$ cat config.mk
export PLATFORM = sky130hd
export DESIGN_NAME = axi4_write_arbiter
export DESIGN_NICKNAME = d
export VERILOG_FILES = /design/src/rtl/axi4_arb_pkg.sv /design/src/rtl/axi4_rr_pick.sv /design/src/rtl/axi4_write_arbiter.sv
export SDC_FILE = /design/constraint.sdc
export NUM_CORES = 1
export LEC_CHECK = 0
export BUFFER_PORTS_ARGS = -buffer_cell sky130_fd_sc_hd__buf_2
export CAP_MARGIN = 5
export CELL_PAD_IN_SITES_DETAIL_PLACEMENT = 1
export CELL_PAD_IN_SITES_GLOBAL_PLACEMENT = 1
export CORE_MARGIN = 1
export CORE_UTILIZATION = 31
export CTS_BUF_LIST = sky130_fd_sc_hd__clkbuf_8
export CTS_CLUSTER_SIZE = 28
export DETAILED_ROUTE_END_ITERATION = 10
export PLACE_DENSITY_LB_ADDON = 0.1
export SLEW_MARGIN = 40
export SYNTH_ARGS = -nofsm -noshare
export SYNTH_HDL_FRONTEND = slang
export SYNTH_SLANG_ARGS = --single-unit
$ cat constraint.sdc
create_clock -name clk -period 4.3 [get_ports clk]
set_input_delay 0.215 -clock clk [delete_from_list [all_inputs] [get_ports clk]]
set_output_delay 0.215 -clock clk [all_outputs]
set_load 0.005 [all_outputs]
$ cat src/rtl/axi4_arb_pkg.sv
// Shared types for the two-master AXI4 write arbiter: FSM states and one-hot owner encodings.
package axi4_arb_pkg;

  typedef enum logic [1:0] {
    IDLE = 2'd0,
    ADDR = 2'd1,
    DATA = 2'd2,
    RESP = 2'd3
  } state_t;

  typedef logic [1:0] owner_t;

  localparam owner_t GRANT_NONE = 2'b00;
  localparam owner_t GRANT_M0   = 2'b01;
  localparam owner_t GRANT_M1   = 2'b10;

endpackage

$ cat src/rtl/axi4_rr_pick.sv
// Two-requester round-robin chooser; prio names the master that wins a tie.
module axi4_rr_pick
  import axi4_arb_pkg::*;
(
  input  logic [1:0] req,
  input  logic       prio,
  output owner_t     pick
);

  always_comb begin
    pick = GRANT_NONE;
    case (req)
      2'b01:   pick = GRANT_M0;
      2'b10:   pick = GRANT_M1;
      2'b11:   pick = prio ? GRANT_M1 : GRANT_M0;
      default: pick = GRANT_NONE;
    endcase
  end

endmodule

$ cat src/rtl/axi4_write_arbiter.sv
// Transaction-level round-robin arbiter sharing one AXI4 write slave between two masters;
// the grant is held from AW acceptance through the B handshake so bursts never interleave.
module axi4_write_arbiter
  import axi4_arb_pkg::*;
#(
  parameter int ASZ    = 2,
  parameter int DSZ    = 8,
  parameter int MAXLEN = 4
) (
  input  logic           clk,
  input  logic           _rst,
  input  logic [ASZ-1:0] m0_awaddr,
  input  logic           m0_awvalid,
  output logic           m0_awready,
  input  logic [DSZ-1:0] m0_wdata,
  input  logic           m0_wvalid,
  input  logic           m0_wlast,
  output logic           m0_wready,
  output logic           m0_bresp,
  output logic           m0_bvalid,
  input  logic           m0_bready,
  input  logic [ASZ-1:0] m1_awaddr,
  input  logic           m1_awvalid,
  output logic           m1_awready,
  input  logic [DSZ-1:0] m1_wdata,
  input  logic           m1_wvalid,
  input  logic           m1_wlast,
  output logic           m1_wready,
  output logic           m1_bresp,
  output logic           m1_bvalid,
  input  logic           m1_bready,
  output logic [ASZ-1:0] s_awaddr,
  output logic           s_awvalid,
  input  logic           s_awready,
  output logic [DSZ-1:0] s_wdata,
  output logic           s_wvalid,
  output logic           s_wlast,
  input  logic           s_wready,
  input  logic           s_bresp,
  input  logic           s_bvalid,
  output logic           s_bready,
  output logic [1:0]     grant,
  output logic           err
);

  localparam int CW = $clog2(MAXLEN + 1);
  localparam logic [CW-1:0] LAST_CNT = CW'(MAXLEN - 1);

  state_t        state_q, state_d;
  owner_t        grant_q, grant_d;
  owner_t        pick;
  logic          prio_q, prio_d;
  logic [CW-1:0] beat_q, beat_d;
  logic          err_q, err_d;

  logic [ASZ-1:0] sel_awaddr;
  logic [DSZ-1:0] sel_wdata;
  logic           sel_awvalid, sel_wvalid, sel_wlast, sel_bready;
  logic           aw_hs, w_hs, b_hs, force_last;

  axi4_rr_pick u_pick (
    .req  ({m1_awvalid, m0_awvalid}),
    .prio (prio_q),
    .pick (pick)
  );

  assign sel_awaddr  = grant_q[1] ? m1_awaddr  : m0_awaddr;
  assign sel_awvalid = grant_q[1] ? m1_awvalid : m0_awvalid;
  assign sel_wdata   = grant_q[1] ? m1_wdata   : m0_wdata;
  assign sel_wvalid  = grant_q[1] ? m1_wvalid  : m0_wvalid;
  assign sel_wlast   = grant_q[1] ? m1_wlast   : m0_wlast;
  assign sel_bready  = grant_q[1] ? m1_bready  : m0_bready;

  // A burst that reaches MAXLEN without wlast is cut off on that beat.
  assign force_last = (beat_q == LAST_CNT);
  assign aw_hs = (state_q == ADDR) && sel_awvalid && s_awready;
  assign w_hs  = (state_q == DATA) && sel_wvalid && s_wready;
  assign b_hs  = (state_q == RESP) && s_bvalid && sel_bready;

  always_comb begin
    state_d = state_q;
    grant_d = grant_q;
    prio_d  = prio_q;
    beat_d  = beat_q;
    err_d   = err_q;
    case (state_q)
      IDLE: begin
        if (pick != GRANT_NONE) begin
          grant_d = pick;
          state_d = ADDR;
        end
      end
      ADDR: begin
        if (aw_hs) begin
          beat_d  = '0;
          state_d = DATA;
        end
      end
      DATA: begin
        if (w_hs) begin
          beat_d = beat_q + CW'(1);
          if (sel_wlast) begin
            state_d = RESP;
          end else if (force_last) begin
            err_d   = 1'b1;
            state_d = RESP;
          end
        end
      end
      RESP: begin
        if (b_hs) begin
          state_d = IDLE;
          grant_d = GRANT_NONE;
          prio_d  = grant_q[0];
        end
      end
      default: state_d = IDLE;
    endcase
  end

  always_ff @(posedge clk or negedge _rst) begin
    if (!_rst) begin
      state_q <= IDLE;
      grant_q <= GRANT_NONE;
      prio_q  <= 1'b0;
      beat_q  <= '0;
      err_q   <= 1'b0;
    end else begin
      state_q <= state_d;
      grant_q <= grant_d;
      prio_q  <= prio_d;
      beat_q  <= beat_d;
      err_q   <= err_d;
    end
  end

  // Each channel reaches the slave only in its own state; everything else idles at zero.
  always_comb begin
    s_awaddr   = '0;
    s_awvalid  = 1'b0;
    s_wdata    = '0;
    s_wvalid   = 1'b0;
    s_wlast    = 1'b0;
    s_bready   = 1'b0;
    m0_awready = 1'b0;
    m1_awready = 1'b0;
    m0_wready  = 1'b0;
    m1_wready  = 1'b0;
    m0_bvalid  = 1'b0;
    m1_bvalid  = 1'b0;
    m0_bresp   = 1'b0;
    m1_bresp   = 1'b0;
    case (state_q)
      ADDR: begin
        s_awaddr   = sel_awaddr;
        s_awvalid  = sel_awvalid;
        m0_awready = grant_q[0] & s_awready;
        m1_awready = grant_q[1] & s_awready;
      end
      DATA: begin
        s_wdata   = sel_wdata;
        s_wvalid  = sel_wvalid;
        s_wlast   = sel_wlast | force_last;
        m0_wready = grant_q[0] & s_wready;
        m1_wready = grant_q[1] & s_wready;
      end
      RESP: begin
        s_bready  = sel_bready;
        m0_bvalid = grant_q[0] & s_bvalid;
        m1_bvalid = grant_q[1] & s_bvalid;
        m0_bresp  = grant_q[0] & s_bresp;
        m1_bresp  = grant_q[1] & s_bresp;
      end
      default: ;
    endcase
  end

  assign grant = grant_q;
  assign err   = err_q;

endmodule
==> metrics.md, run 1 <==
| Metric | Value |
|---|---|
| Status | complete, no violations |
| Initial Utilization | 0.334 |
| Final Power | 642 uW |
| Initial antenna violation count | 0 |
| # fillers | 326 |
| Worst skew pair latency | 0.23 ns |
| GPL Wtd Cong | 0.793 |
| Worst hold endpoint | err |
| Max cap viols | 0 |
| Hold Path Class | in -> reg |
| Vias per cell | 4.77 |
| Netlist cell types | 23 |
| Fin. max-slew vios | 0 |
| Fmax | 433 MHz |
| Final period util | 0.538 |
| Setup violators final | 0 |
| Synth Area in Adders | 0.0892 |
| Worst clock skew | 0.00142 ns |
| Setup Buffers After CTS | 0 |
| Post-synthesis simple-gate area fraction | 0.224 |
| Wire length of the first global-routing pass | 3250 um |
| Die area | 0.00293 mm2 |
| ANT cells | 0 |
| DRC Markers | 0 |
| Cell Pwr Density | 534 mW/mm2 |
| CTS Buf Count | 3 |
| IO Port Bufs | 58 |
| Yosys warns | 0 |
| Final hold violations | 0 |
| Largest net degree at the start of global routing | 21 |
| Sequential Area | 225 um2 |
| All-layer global routing usage | 0.155 |
| R2R Path Start | grant[1] |
| Routed via count | 863 |
| Htree depth | 1 |
| Peak supply drop | 366 uV |
| Worst R2R Setup Slack | 1.99 ns |
| Multiplexer area fraction after synthesis | 0.270 |
| Die Wd | 54.1 um |
| Critical path arrival | 2.42 ns |
| Worst reg-to-reg path cell count | 4 |
| Leak | 0.000679 uW |
| Cell Count Post-Placement | 176 |
| Final std cells w/o fill | 181 |
| Clock root buffer | clkbuf_8 |
| Layout cells sized above 1 | 0.444 |
| #FFs+latches synth | 9 |
| Synthesized cell area | 842 um2 |
| Slew @ Worst Pin | 0.816 ns |
| Syn Nets | 132 |
| Multi-input gate area in the final layout | 564 um2 |
| Post-synthesis xor/xnor area fraction | 0 |
| Worst-path fanout max | 19 |
| Initial drt markers | 9 |
| Core area | 0.00252 mm2 |
| CP Launch Type | flop |
| Most frequent cells in the layout | buf_2, mux2i_1, nor2b_1 |
| Number of I/O pins | 59 |
| Fin Setup TNS | 0 ns |
| Worst Hold Depth | 3 |
| Post-DP HPWL | 1880 um |
| Die Span Y | 54.1 um |
| Min Tclk post-route | 2.31 ns |
| Hold path startpoint | s_wready |
| Row count | 18 |
| Layout area overhead | 42.8% |
| WP data required | 4.41 ns |
| WL/cell | 12.7 um |
| Post-synthesis sequential area ratio | 0.267 |
| Slew HR | 0.456 |
| RR Endpoint | state_q[1] |
| Worst-case clock buffer depth | 2 |
| Largest family of logic cells by synthesized area | multiplexers |
| Mean post-synth cell area | 9.15 um2 |
| Crit path capture type | flop |
| Layout Nets | 192 |
| Gr ovfl total | 0 |
| Critical Setup Path Class | reg -> reg |
| ANT nets after route | 0 |
| Clock transition at the registers of the reported paths | 0.04 ns |
| Pre-antenna DRT Iters | 3 |
| Routed WL | 2300 um |
| Clock sink count | 9 |
| Commonest non-fill, non-tap cell in the layout | buf_2 |
| Complex-gate fraction of the synthesized area | 0.0862 |
| CTS tree | done |
| Number of global-route vias before repair | 750 |
| Synth Instances | 92 |
| RSZ-0062 raised after global routing | false |
==> report_power, final <==
group          switching, uW  total [uW]  internal (uW)
sequential              50.6         167            117
combinational            176         380            204
clock                   32.4        94.5           62.1
==> routing by layer <==
layer  wire [um]  up-vias  track usage
li1            -      434            -
met1        1000      390        0.185
met2        1060       35        0.258
met3         214        4       0.0339
met4          28        0       0.0769
met5           0        -            0
==> logic make-up (layout without fill, tap and decap cells) <==
| logic type | after synthesis | in the layout |
|---|---|---|
| simple gates | 34 | 34 |
| mux | 22 | 22 |
| buf+inv | 12 | 71 |
| compound gates | 9 | 9 |
| flops | 9 | 9 |
| fa+ha+maj | 6 | 6 |
==> cells in the mapped netlist, drive strengths merged <==
cell,count,area [um2]
a211oi,2,20.0
a21oi,1,5.00
a221o,1,10.0
and2,1,6.26
and3,7,43.8
buf,1,11.3
clkbuf,3,11.3
dfrtp,9,225
ha,6,75.1
inv,8,30.0
mux2,6,67.6
mux2i,16,160
nand2,2,7.51
nand2b,2,12.5
nand3,1,5.00
nand4,1,6.26
nor2,7,26.3
nor2b,13,81.3
o211ai,2,15.0
o21a,2,15.0
o21bai,1,7.51
==> stage by stage <==
| stage | worst slack (ns) | hold slack [ns] | util | instance area [um2] |
|---|---|---|---|---|
| 6_report | 1.99 | 0.302 | 0.477 | 1200 |
| 5_1_grt | 1.83 | 0.316 | 0.477 | 1200 |
| 4_1_cts | 1.97 | 0.299 | 0.477 | 1200 |
| 3_5_place_dp | 1.98 | 0.0811 | 0.455 | 1150 |
| 3_3_place_gp | 2.05 | 0.0782 | 0.455 | 1150 |
| 2_1_floorplan | 2.52 | -0.0806 | - | 842 |
==> state kept, by name, indices dropped and copies added (netlist names) <==
| signal | count |
|---|---|
| beat_q | 3 |
| err | 1 |
| grant | 2 |
| prio_q | 1 |
| state_q | 2 |
==> critical path, stage by stage, from the launching register on <==
cell	delay [ns]
dfrtp_1	0.87
mux2i_1	0.25
a221o_1	0.42
a211oi_2	0.30
mux2_1	0.35
==> repair_timing <==
item	CTS	global route
hold endpoints to repair	9	0
gates resized for setup	0	0
hold buffers	1	0
==> area by class of cell <==
cell class | count | share of cell area
multi-input cells | 71 | 0.469
repair buffers | 59 | 0.250
flip-flops and latches | 9 | 0.187
clock buffers | 3 | 0.0343
well taps | 30 | 0.0312
inverters | 8 | 0.0250
clock inverters | 1 | 0.00312
==> how the worst max path moves through the flow <==
stage               start         end  slack (ns)  cells past startpoint
6_report         grant[1]  state_q[1]        1.99                      4
3_5_place_dp     grant[1]  state_q[1]        1.98                      4
2_1_floorplan  state_q[0]  state_q[1]        2.52                      5
3_3_place_gp     grant[1]  state_q[1]        2.05                      4
5_1_grt          grant[1]  state_q[1]        1.83                      4
4_1_cts          grant[1]  state_q[1]        1.97                      4
(Power assumes the default switching activity.)
==> run 2: changes to the inputs <==
Settings changed: ABC_AREA set to 1, CORE_UTILIZATION 31 to 28.
Clock period 4.3 ns to 2.35 ns, I/O delays scaled along.
==> metrics.md, run 2 <==
| Metric | Value |
|---|---|
| EDFF count, synth | 0 (unchanged) |
| Vias per cell | 4.51 (-5.3%) |
| Hold Path Class | in -> reg |
| #FFs+latches synth | 9 (unchanged) |
| Slowest Stage Delay on Critical Path | 0.77 ns (-0.10 ns) |
| Fin Setup TNS | 0 ns (unchanged) |
| Count leader, synth | nor2_1 |
| Complex-gate fraction of the synthesized area | 0.159 (+0.0730) |
| FFs w/ async S/R, synth | 1.00 (unchanged) |
| Largest family of logic cells by synthesized area | simple AND/OR/NAND/NOR gates |
| Top cell family by delay on the critical path | flip-flops |
| Fmax | 568 MHz |
| Worst-case clock buffer depth | 2 (unchanged) |
| Netlist cell types | 27 (+17%) |
| Crit path capture type | output pin |
| Number of global-route vias before repair | 1058 (+41%) |
| Yosys warns | 0 (unchanged) |
| ANT cells | 0 (unchanged) |
| Synthesized cell area | 888 um2 (+5.5%) |
| Biggest area consumer among synthesized cells | dfrtp_1 |
| Worst-path fanout max | 18 (-1) |
| Synth Flop Type | dfrtp_1 |
| Area contributors post-synth | dfrtp_1, nor2_1, nand2_1, ha_1, nand2_2 |
| Htree depth | 1 (unchanged) |
| RSZ-0062 raised after global routing | false |
| Mean post-synth cell area | 6.68 um2 (-27%) |
| Layout area overhead | 43.4% |
| Number of I/O pins | 59 (unchanged) |
| CTS Buf Count | 3 (unchanged) |
| Gates resized, CTS repair | 0 (unchanged) |
| Synth Instances | 133 (+45%) |
| Die Wd | 58.3 um (+7.8%) |
| Routed WL | 2830 um (+23%) |
| Row count | 20 (+2) |
| Final worst setup slack | 0.590 ns (-1.40 ns) |
| Slowest cell on the critical path | dfrtp_1 |
| Placed cell area | 0.00122 mm2 (+6.2%) |
| Largest register FFs | 3 (unchanged) |
| Worst slack, placed | 0.682 ns (-1.30 ns) |
| WP data required | 2.23 ns (-2.18 ns) |
| Initial antenna violation count | 0 (unchanged) |
| DRC Markers | 0 (unchanged) |
| Hold Buf Count CTS | 1 (unchanged) |
| Max cap viols | 0 (unchanged) |
| Post-synthesis xor/xnor area fraction | 0 (unchanged) |
| Top cells by count, synth | nor2_1, nand2_1, inv_1 |
| Critical path arrival | 1.64 ns (-0.78 ns) |
| Initial drt markers | 43 (+34) |
| All-layer global routing usage | 0.179 (+0.0235) |
| Buf/Inv on CP | 3 (+3) |
| Syn Nets | 173 (+31%) |
| Multiplexer area fraction after synthesis | 0 (-0.270) |
| Setup violators final | 0 (unchanged) |
| Worst clock skew | 0.00366 ns (+0.00225 ns) |
| Layout Nets | 234 (+22%) |
| Post-synthesis simple-gate area fraction | 0.401 (+0.177) |
| WL/cell | 12.0 um (-5.8%) |
| CTS tree | done |
| Largest net degree at the start of global routing | 19 (-9.5%) |
| Cell Pwr Density | 1010 mW/mm2 (+88%) |
| Final hold violations | 0 (unchanged) |
| Final period util | 0.749 |
| Layout cells sized above 1 | 0.430 (-0.0137) |
| Critical Setup Path Class | reg -> out |
| Gr ovfl total | 0 (unchanged) |
| Status | complete, no violations |
| Peak supply drop | 475 uV (+30%) |
| Post-synthesis sequential area ratio | 0.254 (-0.0139) |
| Pre-antenna DRT Iters | 2 (-1) |
| Initial Utilization | 0.293 (-0.0404) |
| Worst skew pair latency | 0.24 ns (about the same) |
| Post-DP HPWL | 2340 um (+24%) |
| Most frequent CP cell | nand2_1 |
| Synth Area in Adders | 0.0845 (-0.00465) |
| Min Tclk post-route | 1.76 ns |
| Most frequent cells in the layout | buf_2, nor2_1, nand2_1 |
| Clock root buffer | clkbuf_8 |
| Cell Chain, Critical Path | inv_8 > nand2_1 > nand3b_1 > nand2_1 > inv_1 > buf_2 |
| IO Port Bufs | 58 (unchanged) |
| GPL Wtd Cong | 0.789 (-0.50%) |
| Die Span Y | 58.3 um (+7.8%) |
| Leak | 0.000745 uW (+9.6%) |
| Die area | 0.00340 mm2 (+16%) |
| Post-route cell area | 0.00127 mm2 (+5.9%) |
| Commonest non-fill, non-tap cell in the layout | buf_2 |
| Top reg by flops | beat_q |
| Yosys top cell area share | 0.254 (-0.0139) |
| Slew @ Worst Pin | 0.668 ns (-0.148 ns) |
| CP Launch Type | flop |
| Routed via count | 1070 (+24%) |
| Clock transition at the registers of the reported paths | 0.05 ns (about the same) |
| Final design utilization | 0.421 (-0.0560) |
| Wire length of the first global-routing pass | 4700 um (+45%) |
| Setup Buffers After CTS | 0 (unchanged) |
| Fin. max-slew vios | 0 (unchanged) |
| Core area | 0.00303 mm2 (+20%) |
| ANT nets after route | 0 (unchanged) |
| Clock sink count | 9 (unchanged) |
| Slew HR | 0.554 (+0.0984) |
[run 2: area by class of cell]
type,count,area (um2)
fillers,416,1750
well taps,44,55.1
multi-input cells,104,573
repair buffers,60,308
clock buffers,3,41.3
flip-flops and latches,9,225
inverters,16,67.6
clock inverters,1,3.75
[run 2: cells by family (layout without fill, tap and decap cells)]
family                   after synthesis  after routing
AO/OA/AOI/OAI                         22             22
adder cells (fa/ha/maj)                6              6
buffers and inverters                 20             80
AND/OR/NAND/NOR                       76             76
flip-flops                             9              9
[run 2: final timing paths]
check | from | endpoint | slack [ns] | depth (start not counted)
min reg2reg | err | err | 0.47 | 1
max | grant[1] | s_wlast | 0.59 | 6
max in group asynchronous | _rst | grant[0] | 1.88 | 2
min in group asynchronous | _rst | beat_q[2] | 0.27 | 2
min | m1_awvalid | grant[1] | 0.20 | 3
max reg2reg | grant[1] | state_q[1] | 0.71 | 7
[run 2: worst reg2reg max path, delay by kind of cell (launching register included)]
family | cells | cell delay [ns]
buffers and inverters | 1 | 0.15
and+or+nand+nor | 6 | 0.63
DFF | 1 | 0.77
[run 2: power breakdown]
group	leakage, uW	internal (uW)	switching, uW
clock	0.0000269	115	72.9
sequential	0.000118	216	80.6
combinational	0.000600	314	482
[run 2: metrics by stage]
stage | total power, uW | std cells | hold slack, ns
after floorplan | 841 | 133 | -0.178
after global placement | 1070 | 232 | -0.00797
after detailed placement | 1110 | 232 | -0.00892
after CTS | 1300 | 237 | 0.193
after global routing | 1420 | 237 | 0.218
final | 1280 | 237 | 0.198
[run 2: metal layers]
layer / up-vias / track usage / share of wire
li1: 549 / - / -
met1: 484 / 0.221 / 0.44
met5: - / 0 / 0
met2: 35 / 0.322 / 0.50
met3: 2 / 0.0396 / 0.061
met4: 0 / 0.0306 / 0.0028
